**src/rtl/mux_rr_sched_pkg.sv**
```systemverilog
// Shared definitions for the round-robin mux scheduler.
//   state_e       : FSM encoding (StIdle = 0, StGrant = 1)
//   DefMaxBurst   : default beat limit per grant
package mux_rr_sched_pkg;

   typedef enum logic {
      StIdle  = 1'b0,
      StGrant = 1'b1
   } state_e;

   localparam int unsigned DefMaxBurst = 4;

endpackage

```
**src/rtl/mux_rr_sched_if.sv**
```systemverilog
// Handshake bundle between the scheduler, its requesters and the downstream mux.
//   req, last, dout_rdy : requester / downstream side -> scheduler
//   sel, sel_v, gnt     : scheduler -> mux select and requesters
//   beat                : scheduler -> transfer qualifier for this cycle
// master = scheduler side, slave = environment side.
interface mux_rr_sched_if #(
   parameter int unsigned NUMIN  = 16,
   parameter int unsigned SWIDTH = $clog2(NUMIN)
);
   logic [NUMIN-1:0]  req;
   logic [NUMIN-1:0]  last;
   logic              dout_rdy;
   logic [SWIDTH-1:0] sel;
   logic              sel_v;
   logic [NUMIN-1:0]  gnt;
   logic              beat;

   modport master (
      input  req, last, dout_rdy,
      output sel, sel_v, gnt, beat
   );

   modport slave (
      output req, last, dout_rdy,
      input  sel, sel_v, gnt, beat
   );
endinterface

```
**src/rtl/mux_rr_sched_rr_pick.sv**
```systemverilog
// Combinational round-robin picker.
//   req : request vector
//   ptr : highest-priority index this round
//   win : first set request at or after ptr, wrapping NUMIN-1 -> 0
//   any : at least one request set
module rr_pick #(
   parameter int unsigned NUMIN  = 16,
   parameter int unsigned SWIDTH = $clog2(NUMIN)
) (
   input  logic [NUMIN-1:0]  req,
   input  logic [SWIDTH-1:0] ptr,
   output logic [SWIDTH-1:0] win,
   output logic              any
);
   localparam logic [SWIDTH:0] NumInW = (SWIDTH+1)'(NUMIN);

   logic [NUMIN-1:0]  rot;
   logic [SWIDTH-1:0] off;
   logic [SWIDTH:0]   sum;

   always_comb begin
      // Doubled vector shifted by ptr puts req[ptr] at bit 0 without a modulo.
      rot = NUMIN'({req, req} >> ptr);
      off = '0;
      for (int i = NUMIN - 1; i >= 0; i--) begin
         if (rot[i]) off = SWIDTH'(i);
      end
      // Explicit wrap keeps non-power-of-2 NUMIN correct.
      sum = {1'b0, ptr} + {1'b0, off};
      if (sum >= NumInW) sum = sum - NumInW;
      win = sum[SWIDTH-1:0];
   end

   assign any = |req;

endmodule

```
**src/rtl/mux_rr_sched.sv**
```systemverilog
// Round-robin scheduler for an NUMIN-input mux. Grants one requester, holds the
// select for a burst, and releases on last, on the MAXBURST beat limit or on
// request withdrawal. Each grant is followed by one idle cycle.
//   clk, rst : clock, asynchronous active-high reset
//   bus      : req/last/dout_rdy in, sel/sel_v/gnt/beat out (see mux_rr_sched_if)
module mux_rr_sched
   import mux_rr_sched_pkg::*;
#(
   parameter int unsigned NUMIN    = 16,
   parameter int unsigned SWIDTH   = $clog2(NUMIN),
   parameter int unsigned MAXBURST = DefMaxBurst,
   parameter int unsigned BWIDTH   = 8
) (
   input  logic          clk,
   input  logic          rst,
   mux_rr_sched_if.master bus
);
   localparam logic [BWIDTH-1:0] CntLast = (MAXBURST == 0) ? '0 : BWIDTH'(MAXBURST - 1);
   localparam logic [SWIDTH-1:0] SelMax  = SWIDTH'(NUMIN - 1);

   state_e            state_q, state_d;
   logic [SWIDTH-1:0] sel_q, sel_d;
   logic              sel_v_q, sel_v_d;
   logic [NUMIN-1:0]  gnt_q, gnt_d;
   logic [SWIDTH-1:0] ptr_q, ptr_d;
   logic [BWIDTH-1:0] cnt_q, cnt_d;

   logic [SWIDTH-1:0] win;
   logic              any;
   logic              beat;
   logic              limit_hit;
   logic              rel;

   rr_pick #(
      .NUMIN  (NUMIN),
      .SWIDTH (SWIDTH)
   ) u_pick (
      .req (bus.req),
      .ptr (ptr_q),
      .win (win),
      .any (any)
   );

   assign beat      = sel_v_q & bus.req[sel_q] & bus.dout_rdy;
   assign limit_hit = (MAXBURST != 0) && (cnt_q == CntLast);
   // All release causes fold into one signal so ptr steps once at most.
   assign rel       = (beat & bus.last[sel_q]) | (beat & limit_hit) | ~bus.req[sel_q];

   always_comb begin
      state_d = state_q;
      sel_d   = sel_q;
      sel_v_d = sel_v_q;
      gnt_d   = gnt_q;
      ptr_d   = ptr_q;
      cnt_d   = cnt_q;
      unique case (state_q)
         StIdle: begin
            if (any) begin
               state_d    = StGrant;
               sel_d      = win;
               sel_v_d    = 1'b1;
               gnt_d      = '0;
               gnt_d[win] = 1'b1;
               cnt_d      = '0;
            end
         end
         StGrant: begin
            if (rel) begin
               state_d = StIdle;
               sel_v_d = 1'b0;
               gnt_d   = '0;
               cnt_d   = '0;
               ptr_d   = (sel_q == SelMax) ? '0 : sel_q + 1'b1;
            end else if (beat && (cnt_q != '1)) begin
               cnt_d = cnt_q + 1'b1;
            end
         end
         default: state_d = StIdle;
      endcase
   end

   always_ff @(posedge clk or posedge rst) begin
      if (rst) begin
         state_q <= StIdle;
         sel_q   <= '0;
         sel_v_q <= 1'b0;
         gnt_q   <= '0;
         ptr_q   <= '0;
         cnt_q   <= '0;
      end else begin
         state_q <= state_d;
         sel_q   <= sel_d;
         sel_v_q <= sel_v_d;
         gnt_q   <= gnt_d;
         ptr_q   <= ptr_d;
         cnt_q   <= cnt_d;
      end
   end

   assign bus.sel   = sel_q;
   assign bus.sel_v = sel_v_q;
   assign bus.gnt   = gnt_q;
   assign bus.beat  = beat;

endmodule

```
**src/flat_wrapper.sv**
```systemverilog
// flat-port wrapper written by rule: the top's interface ports become plain ports
module mux_rr_sched_flat import mux_rr_sched_pkg::*;
#(
   parameter int unsigned NUMIN    = 16,
   parameter int unsigned SWIDTH   = $clog2(NUMIN),
   parameter int unsigned MAXBURST = DefMaxBurst,
   parameter int unsigned BWIDTH   = 8
)
  (clk, rst, bus_req, bus_last, bus_dout_rdy, bus_sel, bus_sel_v, bus_gnt, bus_beat);
  mux_rr_sched_if #(.NUMIN(NUMIN), .SWIDTH(SWIDTH)) bus_i ();
  input  logic clk;
  input  logic rst;
  input wire logic [$bits(bus_i.req)-1:0] bus_req;
  input wire logic [$bits(bus_i.last)-1:0] bus_last;
  input wire logic [$bits(bus_i.dout_rdy)-1:0] bus_dout_rdy;
  output wire logic [$bits(bus_i.sel)-1:0] bus_sel;
  output wire logic [$bits(bus_i.sel_v)-1:0] bus_sel_v;
  output wire logic [$bits(bus_i.gnt)-1:0] bus_gnt;
  output wire logic [$bits(bus_i.beat)-1:0] bus_beat;
  assign bus_i.req = bus_req;
  assign bus_i.last = bus_last;
  assign bus_i.dout_rdy = bus_dout_rdy;
  assign bus_sel = bus_i.sel;
  assign bus_sel_v = bus_i.sel_v;
  assign bus_gnt = bus_i.gnt;
  assign bus_beat = bus_i.beat;
  mux_rr_sched #(.NUMIN(NUMIN), .SWIDTH(SWIDTH), .MAXBURST(MAXBURST), .BWIDTH(BWIDTH)) u_core (.clk(clk), .rst(rst), .bus(bus_i));
endmodule
```
**config.mk**
```make
export PLATFORM = sky130hd
export DESIGN_NAME = mux_rr_sched_flat
export DESIGN_NICKNAME = d
export VERILOG_FILES = /design/src/rtl/mux_rr_sched_pkg.sv /design/src/rtl/mux_rr_sched_if.sv /design/src/rtl/mux_rr_sched_rr_pick.sv /design/src/rtl/mux_rr_sched.sv /design/src/flat_wrapper.sv
export SDC_FILE = /design/constraint.sdc
export NUM_CORES = 1
export LEC_CHECK = 0
export ABC_AREA = 1
export CAP_MARGIN = 20
export CELL_PAD_IN_SITES_DETAIL_PLACEMENT = 2
export CELL_PAD_IN_SITES_GLOBAL_PLACEMENT = 2
export CORE_MARGIN = 1.5
export CORE_UTILIZATION = 29
export DETAILED_ROUTE_END_ITERATION = 8
export PLACE_DENSITY = 0.93
export SKIP_CTS_REPAIR_TIMING = 1
export SLEW_MARGIN = 20
export SYNTH_ARGS = -nofsm -noshare
export SYNTH_HDL_FRONTEND = slang
export SYNTH_SLANG_ARGS = --single-unit
```
**constraint.sdc**
```tcl
create_clock -name clk -period 4.3 [get_ports clk]
set_clock_uncertainty 0.1 [all_clocks]
set_input_delay 0.86 -clock clk [delete_from_list [all_inputs] [get_ports clk]]
set_output_delay 0.86 -clock clk [all_outputs]
set_load 0.03 [all_outputs]
```
==> results of run 1 <==
## cells by family (layout without fill, tap and decap cells)
family          Yosys count  count (layout)  synth area share
simple gates            258             258            0.4049
xor+xnor                  7               7           0.02612
buf+inv                  65             140            0.1082
fa+ha+maj                 6               6           0.02694
flops                    34              34            0.2776
compound gates           81              81            0.1563
## worst max-delay path: stages
cell	delay, ps
clkdlybuf4s50_1	420
buf_4	150
nand2_2	80
nand3_1	110
nand3_1	120
nand2_2	100
o21ai_4	180
nand2_1	70
nand2_1	60
nand2_1	60
nand2_1	80
nand2_1	50
nand2_1	60
nand2_1	50
nand2_1	50
nand2_1	50
nand2_1	50
nand2_1	50
a21oi_1	150
ha_2	230
inv_1	70
fa_1	530
inv_2	70
nand4_1	190
inv_1	110
a22o_1	230
## routing by layer
layer,part of all wire,vias up
li1,-,1664
met4,0.016,0
met2,0.54,69
met3,0.031,16
met1,0.42,1804
met5,0,-
## registers in the layout (all words and copies together) (netlist names)
signal and cells:
u_core.state_q 1, u_core.bus.sel_v 1, u_core.bus.gnt 16, u_core.cnt_q 8
u_core.bus.sel 4, u_core.ptr_q 4
## power by group through the flow
stage	Clock (W)	Combinational, W	Sequential (W)
4_1_cts	0.000316	0.00265	0.000566
3_3_place_gp	0	0.00241	0.000558
6_report	0.000310	0.00286	0.000575
3_5_place_dp	0	0.00262	0.000567
5_1_grt	0.000328	0.00314	0.000585
2_1_floorplan	0	0.00177	0.000587
## Yosys cell counts (all sizes together)
library cell / n
a21boi: 2
a21oi: 9
a22o: 9
a31oi: 1
and2: 2
buf: 19
clkbuf: 2
dfrtp: 34
fa: 1
ha: 5
inv: 44
nand2: 123
nand3: 84
nand4: 5
nor2: 34
nor3: 4
nor4: 6
o211ai: 5
o21ai: 51
o22ai: 3
o31ai: 1
xnor2: 2
xor2: 5
## how the worst max path moves through the flow
stage | depth (start not counted) | from | end | slack [ps]
after global routing | 28 | bus_req[6] | u_core.bus.gnt[3]$_DFFE_PP0P_ | -70
after global placement | 30 | bus_req[3] | u_core.bus.gnt[7]$_DFFE_PP0P_ | -100
after CTS | 30 | bus_req[2] | u_core.bus.gnt[3]$_DFFE_PP0P_ | -140
final | 26 | bus_req[6] | u_core.bus.gnt[10]$_DFFE_PP0P_ | 140
after floorplan | 28 | bus_req[1] | u_core.bus.gnt[12]$_DFFE_PP0P_ | 760
after detailed placement | 28 | bus_req[15] | u_core.bus.gnt[7]$_DFFE_PP0P_ | -420
## cell type report
class	count	area [um^2]	share of cell area
Tap cell	136	170.2	0.04114
Timing Repair Buffer	87	830.8	0.2008
Sequential cell	34	850.8	0.2057
Inverter	44	176.4	0.04265
Clock inverter	3	45.04	0.01089
Clock buffer	5	68.82	0.01664
Multi-Input combinational cell	352	1989	0.4809
Timing Repair inverter	1	5.005	0.001210
## through the flow
| stage | cell area (um^2) | hold slack (ps) | setup slack (ps) |
|---|---|---|---|
| 2_1_floorplan | 3065 | 415.6 | 760.2 |
| 3_3_place_gp | 3847 | 386.5 | -100.7 |
| 3_5_place_dp | 3847 | 397.4 | -420.5 |
| 4_1_cts | 3961 | 416.8 | -139.6 |
| 5_1_grt | 4136 | 451.0 | -70.99 |
| 6_report | 4136 | 400.9 | 138.0 |
==> impl_metrics.py, run 1 <==
metrics = {
    "die": {
        "ioPinCount": 57,
        "dieArea_um2": 11200,
        "fp.dieH_um": 105.8,
        "std_cell_rows": 37,
        "start_util": 0.2983,
        "die_width_um": 105.8,
        "coreArea_um2": 10280,
    },
    "worst_setup_path": {
        "reg2reg_from": "u_core.ptr_q[1]$_DFFE_PP0P_",
        "cp-end-kind": "register",
        "crit_fanout": 4,
        "worst-r2r-setup-slack_ps": 260,
        "arrival_ps": 4260,
        "crit_path_start_kind": "input pin",
        "worstPathRequired_ps": 4390,
        "timing_worst_setup_path_type": "in2reg",
        "r2r-end": "u_core.bus.gnt[10]$_DFFE_PP0P_",
        "reg2reg_depth": 27,
    },
    "power": {
        "finalPower_w": 0.003740,
        "pwr-share-comb": 0.763,
        "ir_worst_vdd_mv": 0.4576,
        "sw_frac_of_total": 0.5830,
        "p_int_w": 0.001560,
        "switchingPower_w": 0.002181,
        "cellPowerDensity_nw_per_um2": 904.3,
        "clock_power_share": 0.083,
        "seqPwrFrac": 0.154,
        "total_leakage_power_nw": 1.975,
    },
    "routing": {
        "wl_per_cell_um": 20.22,
        "via_per_inst": 5.367,
        "drt_first_pass_iters": 4,
        "ant_nets": 0,
        "vias": 3553,
        "wirelength_mm": 13.38,
        "drc_errors": 0,
        "drt_iter0_drc": 135,
    },
    "place": {
        "placedCellCount": 650,
        "gp_congestion": 0.8348,
        "dpl.hpwl_mm": 9.920,
        "io_buffers": 56,
    },
    "finish": {
        "n_fill_cell": 1227,
        "final_cell_mix": "104 x nand2_1, 68 x nand3_1, 41 x clkdlybuf4s50_1",
        "nNetsFinal": 566,
        "diodes": 0,
        "syn_to_final_growth_pct": 34.94,
        "finalCoreUtilization": 0.4025,
        "layout_commonest_cell": "nand2_1",
        "fin_cells": 662,
        "drive_gt1_frac": 0.1977,
    },
    "clock_tree": {
        "ctsRootBufferMaster": "clkbuf_8",
        "clock_path_buffers": 2,
        "numCtsBuffers": 5,
        "cts.sinks": 34,
        "cts_max_level": 2,
        "clk_pin_slew_ps": 80,
        "tritoncts": "built",
        "clk_latency_ps": 310,
    },
    "status": {
        "status": "finished clean",
    },
    "synthesis": {
        "ys_ff_latch": 34,
        "syn_area_um2": 3065,
        "synth_cell_types": 39,
        "synth_top_area_cell": "dfrtp_1",
        "yosysSeqAreaShare": 0.2776,
        "syn-instance-count": 451,
        "syn_nets": 492,
        "syn_area_per_cell_um2": 6.797,
        "synthTopCellsByArea": "dfrtp_1 28%, nand2_1 13%, nand3_1 13%, inv_1 4.5%, o21ai_1 4.2%",
        "synth_warnings": 0,
        "synth.top_cell.area_share": 0.2776,
    },
    "run": {
        "max-cap-violations": 0,
    },
    "sta": {
        "tns_ps": 0,
        "setup_viol": 0,
        "fin_crit_sh": 0.9679,
        "max_freq_ghz": 0.2403,
        "max_slew_margin": 0.5025,
        "slew_viol_final": 0,
        "period_needed_ps": 4162,
        "hold_violations": 0,
        "max_slew.worst_pin.slew_ps": 746.3,
    },
    "global_routing": {
        "use_met1": 0.2650,
        "gr-usage-all-layers": 0.2355,
        "antenna_found_initial": 0,
        "first_global_vias": 3941,
        "met2_usage": 0.4596,
        "grt_pass1_wl_mm": 20.80,
        "grt_max_degree": 35,
        "grt_overflow_total": 0,
        "busiest_layer": "met2",
        "grtUsageMet3": 0.04020,
    },
    "min_path": {
        "worstHoldEndpoint": "u_core.bus.gnt[6]$_DFFE_PP0P_",
        "hp-class": "reg2reg",
        "hold_start": "u_core.bus.gnt[6]$_DFFE_PP0P_",
        "whs_path_depth": 2,
    },
}
Note: power is estimated with default switching activity, not from simulation.
==> run 2: changes to the inputs <==
--- a/config.mk
+++ b/config.mk
@@ -8,2 +8,3 @@
 export ABC_AREA = 1
+export ABC_CLOCK_PERIOD_IN_PS = 4300
 export CAP_MARGIN = 20
--- a/constraint.sdc
+++ b/constraint.sdc
@@ -4,2 +4,2 @@
 set_output_delay 0.86 -clock clk [all_outputs]
-set_load 0.03 [all_outputs]
+set_load 0.01 [all_outputs]
==> results of run 2 <==
The final DEF is identical to that of run 1. Status: finished clean.
Among the figures that moved: total power 0.003740 W -> 0.003647 W; worst IR drop on VDD 0.4576 mV -> 0.4260 mV
